--- config.mk ---
export PLATFORM = sky130hd
export DESIGN_NAME = piso_serializer
export DESIGN_NICKNAME = d
export VERILOG_FILES = /design/src/rtl/piso_pkg.sv /design/src/rtl/piso_hold_buf.sv /design/src/rtl/piso_serializer.sv
export SDC_FILE = /design/constraint.sdc
export NUM_CORES = 1
export LEC_CHECK = 0
export ABC_CLOCK_PERIOD_IN_PS = 3000
export CAP_MARGIN = 15
export CELL_PAD_IN_SITES_DETAIL_PLACEMENT = 1
export CELL_PAD_IN_SITES_GLOBAL_PLACEMENT = 1
export CORE_ASPECT_RATIO = 1.75
export CORE_MARGIN = 4
export CORE_UTILIZATION = 30
export CTS_CLUSTER_SIZE = 25
export DETAILED_ROUTE_END_ITERATION = 16
export GPL_TIMING_DRIVEN = 0
export HOLD_SLACK_MARGIN = 0.15
export MAX_ROUTING_LAYER = met4
export PLACE_DENSITY = 0.62
export SYNTH_ARGS = -nofsm -noshare
export SYNTH_HDL_FRONTEND = slang
export SYNTH_SLANG_ARGS = --single-unit
--- constraint.sdc ---
create_clock -name clk -period 3 [get_ports clk]
set_input_delay 0.75 -clock clk [delete_from_list [all_inputs] [get_ports clk]]
set_output_delay 0.75 -clock clk [all_outputs]
set_load 0.02 [all_outputs]
--- src/rtl/piso_pkg.sv ---
// Shared types and defaults for the PISO serializer slice.
package piso_pkg;

    typedef enum logic [1:0] {
        IDLE  = 2'd0,
        SHIFT = 2'd1,
        GAP   = 2'd2
    } state_t;

    localparam int DEF_DATA_WIDTH = 8;
    localparam int DEF_GAP_CYCLES = 1;
    localparam int GAP_CNT_W      = 4;

endpackage

--- src/rtl/piso_hold_buf.sv ---
// One-entry valid/ready hold register between the word producer and the shifter.
module piso_hold_buf
    import piso_pkg::*;
#(
    parameter int DATA_WIDTH = DEF_DATA_WIDTH
) (
    input  logic                  clk,
    input  logic                  reset,
    input  logic [DATA_WIDTH-1:0] i_data,
    input  logic                  i_valid,
    output logic                  o_ready,
    input  logic                  i_take,
    output logic [DATA_WIDTH-1:0] o_data,
    output logic                  o_full
);

    logic                  r_full;
    logic [DATA_WIDTH-1:0] r_data;
    logic                  w_accept;

    assign w_accept = i_valid && !r_full;

    // NOTE: sequential state uses non-blocking assignments so every flop samples pre-edge values.
    always_ff @(posedge clk or posedge reset) begin
        if (reset) begin
            r_full <= 1'b0;
        end else if (w_accept) begin
            r_full <= 1'b1;
        end else if (i_take) begin
            r_full <= 1'b0;
        end
    end

    // NOTE: the payload register is left unreset; r_full guards it, so its contents never matter while empty.
    always_ff @(posedge clk) begin
        if (w_accept) begin
            r_data <= i_data;
        end
    end

    assign o_ready = !r_full;
    assign o_full  = r_full;
    assign o_data  = r_data;

endmodule

--- src/rtl/piso_serializer.sv ---
// PISO serializer: valid/ready word in, one bit per clock out, idle gap between words.
// Define PISO_PARITY_EN to append an even-parity bit after the data bits of each word.
module piso_serializer
    import piso_pkg::*;
#(
    parameter int DATA_WIDTH = DEF_DATA_WIDTH,
    parameter bit MSB_FIRST  = 1'b0,
    parameter int GAP_CYCLES = DEF_GAP_CYCLES
) (
    input  logic                  clk,
    input  logic                  reset,
    input  logic [DATA_WIDTH-1:0] data_in,
    input  logic                  load_valid,
    output logic                  load_ready,
    output logic                  serial_out,
    output logic                  out_valid,
    output logic                  busy,
    output logic                  done
);

`ifdef PISO_PARITY_EN
    localparam int LAST_IDX = DATA_WIDTH;
`else
    localparam int LAST_IDX = DATA_WIDTH - 1;
`endif
    localparam int BIT_CNT_W = $clog2(LAST_IDX + 1);
    localparam logic [BIT_CNT_W-1:0] LAST_CNT = BIT_CNT_W'(LAST_IDX);
    localparam logic [GAP_CNT_W-1:0] GAP_LOAD = GAP_CNT_W'(GAP_CYCLES - 1);

    state_t                  r_state, w_next_state;
    logic [DATA_WIDTH-1:0]   r_shift, w_shifted;
    logic [BIT_CNT_W-1:0]    r_bit_cnt, w_next_idx;
    logic [GAP_CNT_W-1:0]    r_gap_cnt;
    logic                    r_serial_out, r_out_valid, r_done;
    logic                    w_next_serial, w_next_valid, w_next_done;
    logic                    w_hold_full, w_take, w_last_bit, w_gap_done;
    logic [DATA_WIDTH-1:0]   w_hold_data;
`ifdef PISO_PARITY_EN
    localparam logic [BIT_CNT_W-1:0] PAR_CNT = BIT_CNT_W'(DATA_WIDTH);
    logic                    r_parity;
`endif

    function automatic logic first_bit(input logic [DATA_WIDTH-1:0] v);
        return MSB_FIRST ? v[DATA_WIDTH-1] : v[0];
    endfunction

    piso_hold_buf #(.DATA_WIDTH(DATA_WIDTH)) u_hold (
        .clk     (clk),
        .reset   (reset),
        .i_data  (data_in),
        .i_valid (load_valid),
        .o_ready (load_ready),
        .i_take  (w_take),
        .o_data  (w_hold_data),
        .o_full  (w_hold_full)
    );

    assign w_last_bit = (r_bit_cnt == LAST_CNT);
    assign w_gap_done = (r_gap_cnt == '0);
    assign w_shifted  = MSB_FIRST ? (r_shift << 1) : (r_shift >> 1);
    assign w_next_idx = w_take ? '0 : BIT_CNT_W'(r_bit_cnt + 1'b1);

    always_ff @(posedge clk or posedge reset) begin
        if (reset) begin
            r_state <= IDLE;
        end else begin
            r_state <= w_next_state;
        end
    end

    // NOTE: every always_comb output gets a default first so no path can infer a latch.
    always_comb begin
        w_next_state = r_state;
        w_take       = 1'b0;
        unique case (r_state)
            IDLE: begin
                if (w_hold_full) begin
                    w_take       = 1'b1;
                    w_next_state = SHIFT;
                end
            end
            SHIFT: begin
                if (w_last_bit) begin
                    w_next_state = GAP;
                end
            end
            GAP: begin
                if (w_gap_done) begin
                    if (w_hold_full) begin
                        w_take       = 1'b1;
                        w_next_state = SHIFT;
                    end else begin
                        w_next_state = IDLE;
                    end
                end
            end
            default: w_next_state = IDLE;
        endcase
    end

    // Outputs are computed for the upcoming state and registered on the same edge.
    always_comb begin
        w_next_serial = 1'b0;
        w_next_valid  = 1'b0;
        w_next_done   = 1'b0;
        if (w_next_state == SHIFT) begin
            w_next_valid  = 1'b1;
            w_next_serial = w_take ? first_bit(w_hold_data) : first_bit(w_shifted);
            w_next_done   = (w_next_idx == LAST_CNT);
`ifdef PISO_PARITY_EN
            if (!w_take && w_next_idx == PAR_CNT) begin
                w_next_serial = r_parity;
            end
`endif
        end
    end

    always_ff @(posedge clk or posedge reset) begin
        if (reset) begin
            r_serial_out <= 1'b0;
            r_out_valid  <= 1'b0;
            r_done       <= 1'b0;
        end else begin
            r_serial_out <= w_next_serial;
            r_out_valid  <= w_next_valid;
            r_done       <= w_next_done;
        end
    end

    always_ff @(posedge clk or posedge reset) begin
        if (reset) begin
            r_shift   <= '0;
            r_bit_cnt <= '0;
            r_gap_cnt <= '0;
        end else if (w_take) begin
            r_shift   <= w_hold_data;
            r_bit_cnt <= '0;
        end else if (r_state == SHIFT) begin
            if (w_last_bit) begin
                r_gap_cnt <= GAP_LOAD;
            end else begin
                r_shift   <= w_shifted;
                r_bit_cnt <= w_next_idx;
            end
        end else if (r_state == GAP && !w_gap_done) begin
            r_gap_cnt <= r_gap_cnt - 1'b1;
        end
    end

`ifdef PISO_PARITY_EN
    always_ff @(posedge clk or posedge reset) begin
        if (reset) begin
            r_parity <= 1'b0;
        end else if (w_take) begin
            r_parity <= ^w_hold_data;
        end
    end
`endif

    assign serial_out = r_serial_out;
    assign out_valid  = r_out_valid;
    assign done       = r_done;
    assign busy       = (r_state != IDLE) || w_hold_full;

endmodule

==> summary.md, run 1 <==
| Metric | Value |
|---|---|
| Area occupied by multi-input gates | 423 um^2 |
| Grt total ovfl | 0 |
| Nets@finish | 135 |
| Die height | 92.2 um |
| CTS tree | done |
| Max Cap Violations | 0 |
| Register area | 741 um^2 |
| Outcome | finished, final reports clean |
| DRC violations left | 0 |
| GR met1 Demand/Resource | 0.101 |
| GP Congestion | 0.771 |
| Setup bufs post-CTS | 0 |
| Clock share of power | 0.212 |
| Worst reg2reg path depth | 7 |
| Drt wl/cell | 13.5 um |
| Distinct cells, synth | 30 |
| Ys flop type | dfrtp_1 |
| CP Capture Type | output port |
| FP Rows | 30 |
| Hold_sp | u_hold.o_data[7]$_DFFE_PP_ |
| FILL cells | 454 |
| Routed Antenna Nets | 0 |
| GRT busiest layer | met2 |
| Fmax | 375 MHz |
| Register area share after synthesis | 0.609 |
| Worst r2r src | r_bit_cnt[0]$_DFFE_PP0P_ |
| Mean Syn Cell Area | 12.2 um^2 |
| Slew headroom | 0.487 |
| Share of post-route cells with drive strength above 1 | 0.118 |
| CP startpoint kind | register |
| CTS Root Cell | clkbuf_8 |
| Post-route setup TNS | 0 ps |
| Max IR drop VDD | 0.000418 V |
| Reg-to-reg critical path endpoint | r_shift[5]$_DFFE_PP0P_ |
| Met2 usage in global routing | 0.181 |
| Core Area | 3900 um^2 |
| Final Hold Fails | 0 |
| Tot GR Track Use | 0.101 |
| Slew @ Worst Pin | 768 ps |
| DR iter-0 viols | 27 |
| Worst hold path class | register to register |
| Vias | 809 |
| CTS Buffer Depth | 2 |
| Final setup violation count | 0 |
| Gate Count Post-Synth | 100 |
| Yosys warnings | 0 |
| RSZ-0062 raised after global routing | no |
| Post-Syn Nets | 115 |
| Die area | 5180 um^2 |
| Initial cell density of the core | 0.312 |
| Hold WS | 471 ps |
| Hold Crit Depth | 2 |
| Sw power | 0.000460 W |
| Synth Cell Area | 1220 um^2 |
| Pwr dens | 931 nW/um^2 |
| Met3 capacity usage during global routing | 0.0169 |
| Post-layout min period | 2670 ps |
| Vias in the first global route | 896 |
| Diodes inserted | 0 |
| R2r setup slk | 1200 ps |
| Critical Path RT | 2250 ps |
| Clock transition at the registers of the reported paths | 90 ps |
| Leakage | 0.661 nW |
| Io pins | 16 |
| CTS buffer count | 3 |
| Largest net degree at the start of global routing | 21 |
| Combinational share of power | 0.368 |
| Crit share post-route | 0.889 |
| Routed WL | 2.26 mm |
| Final Max Tran Viols | 0 |
| Most frequent cells in the layout | 20 x dfrtp_1, 15 x clkdlybuf4s50_1, 8 x inv_1, 8 x nor2_1, 8 x edfxtp_1 |
| Crit Path Category | register to output port |
| Post-synth EDFFs | 8 |
| Initial antenna violation count | 0 |
| Commonest non-fill, non-tap cell in the layout | dfrtp_1 |
| Seq cells post-synth | 28 |
| Sw Ratio | 0.330 |
| Max Fanout on Critical Path | 10 |
| Port Buffers | 15 |
| Hold-fix buffers, CTS | 0 |
| Number of H-tree levels | 1 |
| WP data arrival | 1920 ps |
| DPL Wire Length | 1.79 mm |
| WHS Endpoint | r_shift[7]$_DFFE_PP0P_ |
| Int Pwr | 0.000934 W |
| Resize count post-CTS | 0 |
| CTS Sinks | 28 |
| Vias per inst | 4.84 |
| Clock Latency Late Sink | 270 ps |
| Synth-to-layout area growth | 23.1% |
| Detailed Routing Iterations Pass 1 | 2 |
| First-pass GRT wire length | 3.99 mm |
| Die X | 56.1 um |
| Flop pwr share | 0.420 |
| Fraction of registers with async set/reset | 0.714 |
| Clock Skews | 3.38 ps |
==> cell type report <==
cell class	count	share of cell area
inverters	8	0.0201
repair buffers	15	0.100
multi-input cells	61	0.282
flip-flops and latches	28	0.495
plain buffers	3	0.0150
clock inverters	1	0.0201
clock buffers	3	0.0276
well taps	48	0.0401
==> through the flow <==
| stage | area [um^2] | util | power (W) | std cells | setup slack [ps] |
|---|---|---|---|---|---|
| after floorplan | 1220 | - | 0.000955 | 100 | 1170 |
| after global placement | 1430 | 0.365 | 0.00110 | 163 | 620 |
| after detailed placement | 1430 | 0.365 | 0.00113 | 163 | 627 |
| after CTS | 1500 | 0.384 | 0.00142 | 167 | 306 |
| after global routing | 1500 | 0.384 | 0.00151 | 167 | 256 |
| final | 1500 | 0.384 | 0.00139 | 167 | 333 |
==> how the worst max path moves through the flow <==
stage,from,to,slack (ps)
after detailed placement,r_state[1]$_DFF_PP0_,busy,630
after global placement,r_state[1]$_DFF_PP0_,busy,620
final,r_state[1]$_DFF_PP0_,busy,330
after CTS,r_state[1]$_DFF_PP0_,busy,310
after floorplan,r_state[1]$_DFF_PP0_,busy,1170
after global routing,r_state[1]$_DFF_PP0_,busy,260
==> sequential cells by signal (all words and copies together), names as in the netlist <==
| signal | cells |
|---|---|
| r_state | 2 |
| out_valid | 1 |
| r_gap_cnt | 4 |
| r_shift | 7 |
| serial_out | 1 |
| done | 1 |
| u_hold.o_full | 1 |
| u_hold.o_data | 8 |
| r_bit_cnt | 3 |
==> cells in the mapped netlist, types with 2 or more instances <==
cell type | n | area (um^2)
dfrtp_1 | 20 | 500
edfxtp_1 | 8 | 240
inv_1 | 8 | 30.0
nor2_1 | 8 | 30.0
o21ai_0 | 7 | 35.0
nand2_1 | 6 | 22.5
a22o_2 | 5 | 50.1
a21o_1 | 4 | 30.0
a21oi_1 | 4 | 20.0
ha_1 | 4 | 50.1
mux2i_1 | 4 | 40.0
nand2b_1 | 3 | 18.8
o211ai_1 | 2 | 15.0
==> power groups by stage <==
stage          clock [W]  combinational (W)  sequential, W
3_5_place_dp           0           0.000529       0.000597
4_1_cts         0.000305           0.000530       0.000590
3_3_place_gp           0           0.000510       0.000590
6_report        0.000295           0.000514       0.000585
2_1_floorplan          0           0.000364       0.000591
5_1_grt         0.000320           0.000583       0.000605
==> kinds of logic (layout without fill, tap and decap cells) <==
logic type / Yosys count / count (layout) / synth area share
flip-flops: 28 / 28 / 0.609
AO/OA/AOI/OAI: 27 / 27 / 0.159
AND/OR/NAND/NOR: 25 / 25 / 0.107
buffers and inverters: 11 / 30 / 0.0432
adder cells (fa/ha/maj): 4 / 4 / 0.0412
multiplexers: 4 / 4 / 0.0329
XOR/XNOR: 1 / 1 / 0.00720
==> layer usage <==
layer,up-vias,wire length [um]
met5,-,0
met3,5,66
met2,13,1290
met1,403,838
met4,0,61
li1,388,-
==> worst max-delay path, cell delays in order, from the launching register on <==
cell and delay, ps:
dfrtp_1 450, clkbuf_1 230, or3_1 410, clkdlybuf4s50_1 540
(Power assumes the default switching activity.)
==> run 2: changes to the inputs <==
--- a/config.mk
+++ b/config.mk
@@ -7,8 +7,6 @@
 export LEC_CHECK = 0
 export ABC_CLOCK_PERIOD_IN_PS = 3000
 export CAP_MARGIN = 15
-export CELL_PAD_IN_SITES_DETAIL_PLACEMENT = 1
-export CELL_PAD_IN_SITES_GLOBAL_PLACEMENT = 1
 export CORE_ASPECT_RATIO = 1.75
 export CORE_MARGIN = 4
 export CORE_UTILIZATION = 30
@@ -17,7 +15,7 @@
 export GPL_TIMING_DRIVEN = 0
 export HOLD_SLACK_MARGIN = 0.15
 export MAX_ROUTING_LAYER = met4
-export PLACE_DENSITY = 0.62
+export PLACE_DENSITY = 0.53
 export SYNTH_ARGS = -nofsm -noshare
 export SYNTH_HDL_FRONTEND = slang
 export SYNTH_SLANG_ARGS = --single-unit
==> run 2 against run 1 <==
  * Clock power about the same
  * Sequential power about the same
  * Core utilization unchanged
  * Global-route usage decreased by 1.0 points
  * Register-to-register slack got worse by 40 ps
  * Sequential share of layout area unchanged
  * Sequential cell count unchanged
  * Critical endpoint unchanged
==> summary.md, run 2 (synthesis gave the netlist of run 1 again) <==
| Metric | Value |
|---|---|
| Outcome | finished, final reports clean |
| Core Util, Final | 0.384 (unchanged) |
| DR iter-0 viols | 21 (-22%) |
| Largest register FFs | 8 (unchanged) |
| Sw Ratio | 0.329 (-0.000615) |
| Max Cap Violations | 0 (unchanged) |
| Post-route setup TNS | 0 ps (unchanged) |
| Final setup violation count | 0 (unchanged) |
| Final Max Tran Viols | 0 (unchanged) |
| RSZ-0062 raised after global routing | no |
| Io pins | 16 (unchanged) |
| Pwr dens | 930 nW/um^2 (about the same) |
| FP Rows | 30 (unchanged) |
| Clock Latency Late Sink | 280 ps (about the same) |
| Hold WS | 465 ps (-5.50 ps) |
| Crit share post-route | 0.891 (+0.00222) |
| Combinational share of power | 0.368 (about the same) |
| WP data arrival | 1920 ps (about the same) |
| Initial antenna violation count | 0 (unchanged) |
| Slew headroom | 0.476 (-0.0113) |
| Resize count post-CTS | 0 (unchanged) |
| Final Hold Fails | 0 (unchanged) |
| DPL Wire Length | 1.63 mm (-8.9%) |
| Worst hold path class | register to register |
| CTS tree | done |
| Port Buffers | 15 (unchanged) |
| Setup bufs post-CTS | 0 (unchanged) |
| CP Capture Type | output port |
| Number of H-tree levels | 1 (unchanged) |
| Largest net degree at the start of global routing | 21 (unchanged) |
| Vias in the first global route | 831 (-7.3%) |
| Grt total ovfl | 0 (unchanged) |
| Clock Skews | 4.28 ps (+0.902 ps) |
| Synth-to-layout area growth | 23.1% (unchanged) |
| Tot GR Track Use | 0.0910 (-0.0104) |
| Clock transition at the registers of the reported paths | 90 ps (about the same) |
| Detailed Routing Iterations Pass 1 | 4 (+2) |
| Leakage | 0.661 nW (unchanged) |
| DRC violations left | 0 (unchanged) |
| Post-layout min period | 2670 ps (+6.66 ps) |
| Drt wl/cell | 12.9 um (-4.9%) |
| Fmax | 374 MHz (-0.25%) |
| Sw power | 0.000459 W (-0.24%) |
| Core Area | 3900 um^2 (unchanged) |
| Most frequent cells in the layout | 20 x dfrtp_1, 15 x clkdlybuf4s50_1, 8 x inv_1, 8 x nor2_1, 8 x edfxtp_1 |
| First-pass GRT wire length | 3.60 mm (-9.7%) |
| Die height | 92.2 um (unchanged) |
| Slew @ Worst Pin | 785 ps (+16.9 ps) |
| Max IR drop VDD | 0.000585 V (+40%) |
| Vias | 804 (-0.62%) |
| CTS buffer count | 3 (unchanged) |
| Critical Path RT | 2250 ps (about the same) |
| Max Fanout on Critical Path | 10 (unchanged) |
| CTS Buffer Depth | 2 (unchanged) |
| Flop pwr share | 0.421 (about the same) |
| Initial cell density of the core | 0.312 (unchanged) |
| CTS Sinks | 28 (unchanged) |
| GP Congestion | 0.749 (-2.8%) |
| Routed WL | 2.15 mm (-4.9%) |
| Share of post-route cells with drive strength above 1 | 0.118 (unchanged) |
| Diodes inserted | 0 (unchanged) |
| Die area | 5180 um^2 (unchanged) |
| Die X | 56.1 um (unchanged) |
| Vias per inst | 4.81 (-0.62%) |
| Int Pwr | 0.000934 W (about the same) |
| CP startpoint kind | register |
| Clock share of power | 0.212 (about the same) |
| Design Power | 0.00139 W (about the same) |
| Routed Antenna Nets | 0 (unchanged) |
| Nets@finish | 135 (unchanged) |
| Hold-fix buffers, CTS | 0 (unchanged) |
| Commonest non-fill, non-tap cell in the layout | dfrtp_1 |
| Crit Path Category | register to output port |
| CTS Root Cell | clkbuf_8 |
[run 2: cell counts in the layout (fill, tap and decap cells not counted)]
No cell type changed its count.
[run 2: area by class of cell]
| type | count | area [um^2] |
|---|---|---|
| multi-input cells | 61 | 423 |
| well taps | 48 | 60.1 |
| plain buffers | 3 | 22.5 |
| fillers | 408 | 2410 |
| inverters | 8 | 30.0 |
| clock inverters | 1 | 30.0 |
| repair buffers | 15 | 150 |
| flip-flops and latches | 28 | 741 |
| clock buffers | 3 | 41.3 |
[run 2: through the flow]
stage,setup slack (ps),instance area [um^2],std cells
6_report,327,1500,167
5_1_grt,242,1500,167
4_1_cts,312,1500,167
3_5_place_dp,626,1430,163
3_3_place_gp,631,1430,163
2_1_floorplan,1170,1220,100
[run 2: worst max-delay path: stages, from the launching register on]
cell,delay [ps]
dfrtp_1,450
clkbuf_1,240
or3_1,410
clkdlybuf4s50_1,550
[run 2: power by group through the flow]
stage          Clock, W  Combinational, W  Sequential (W)
6_report       0.000295          0.000512        0.000586
3_3_place_gp          0          0.000506        0.000589
2_1_floorplan         0          0.000364        0.000591
3_5_place_dp          0          0.000524        0.000594
5_1_grt        0.000314          0.000571        0.000600
4_1_cts        0.000303          0.000524        0.000587
[run 2: path summary, 6_finish.rpt]
path                                             from                endpoint  slack, ps  depth (start not counted)
setup / recovery                 r_state[1]$_DFF_PP0_                    busy        330                          3
hold / removal             u_hold.o_data[1]$_DFFE_PP_  r_shift[1]$_DFFE_PP0P_        470                          2
setup reg to reg             r_bit_cnt[0]$_DFFE_PP0P_  r_shift[5]$_DFFE_PP0P_       1160                          7
hold reg to reg            u_hold.o_data[1]$_DFFE_PP_  r_shift[1]$_DFFE_PP0P_        470                          2
max in group asynchronous                       reset    r_state[1]$_DFF_PP0_       1600                          2
min in group asynchronous                       reset  r_shift[2]$_DFFE_PP0P_        910                          2
[run 2: routing by layer]
| metal | share of wire | up-vias | wire (um) | GRT usage |
|---|---|---|---|---|
| li1 | - | 387 | - | - |
| met1 | 0.38 | 397 | 820 | 0.0871 |
| met2 | 0.56 | 15 | 1200 | 0.166 |
| met3 | 0.033 | 5 | 72 | 0.0127 |
| met4 | 0.027 | 0 | 59 | 0.0574 |
| met5 | 0 | - | 0 | - |
==> run 3: changes to the inputs <==
--- a/config.mk
+++ b/config.mk
@@ -5,7 +5,7 @@
 export SDC_FILE = /design/constraint.sdc
 export NUM_CORES = 1
 export LEC_CHECK = 0
-export ABC_CLOCK_PERIOD_IN_PS = 3000
+export ABC_CLOCK_PERIOD_IN_PS = 3340
 export CAP_MARGIN = 15
 export CORE_ASPECT_RATIO = 1.75
 export CORE_MARGIN = 4
@@ -16,6 +16,7 @@
 export HOLD_SLACK_MARGIN = 0.15
 export MAX_ROUTING_LAYER = met4
 export PLACE_DENSITY = 0.53
+export SLEW_MARGIN = 20
 export SYNTH_ARGS = -nofsm -noshare
 export SYNTH_HDL_FRONTEND = slang
 export SYNTH_SLANG_ARGS = --single-unit
==> constraint.sdc (replaced) <==
create_clock -name clk -period 3.34 [get_ports clk]
set_input_delay 0.835 -clock clk [delete_from_list [all_inputs] [get_ports clk]]
set_output_delay 0.835 -clock clk [all_outputs]
set_load 0.02 [all_outputs]
==> results of run 3 <==
The final DEF is identical to that of run 2. Status: finished, final reports clean.
Main changes from that run: setup slack after placement 626 ps -> 881 ps; setup slack after layout 327 ps -> 582 ps; register-to-register setup slack 1160 ps -> 1500 ps; total power 0.00139 W -> 0.00125 W; worst IR drop on VDD 0.000585 V -> 0.000525 V
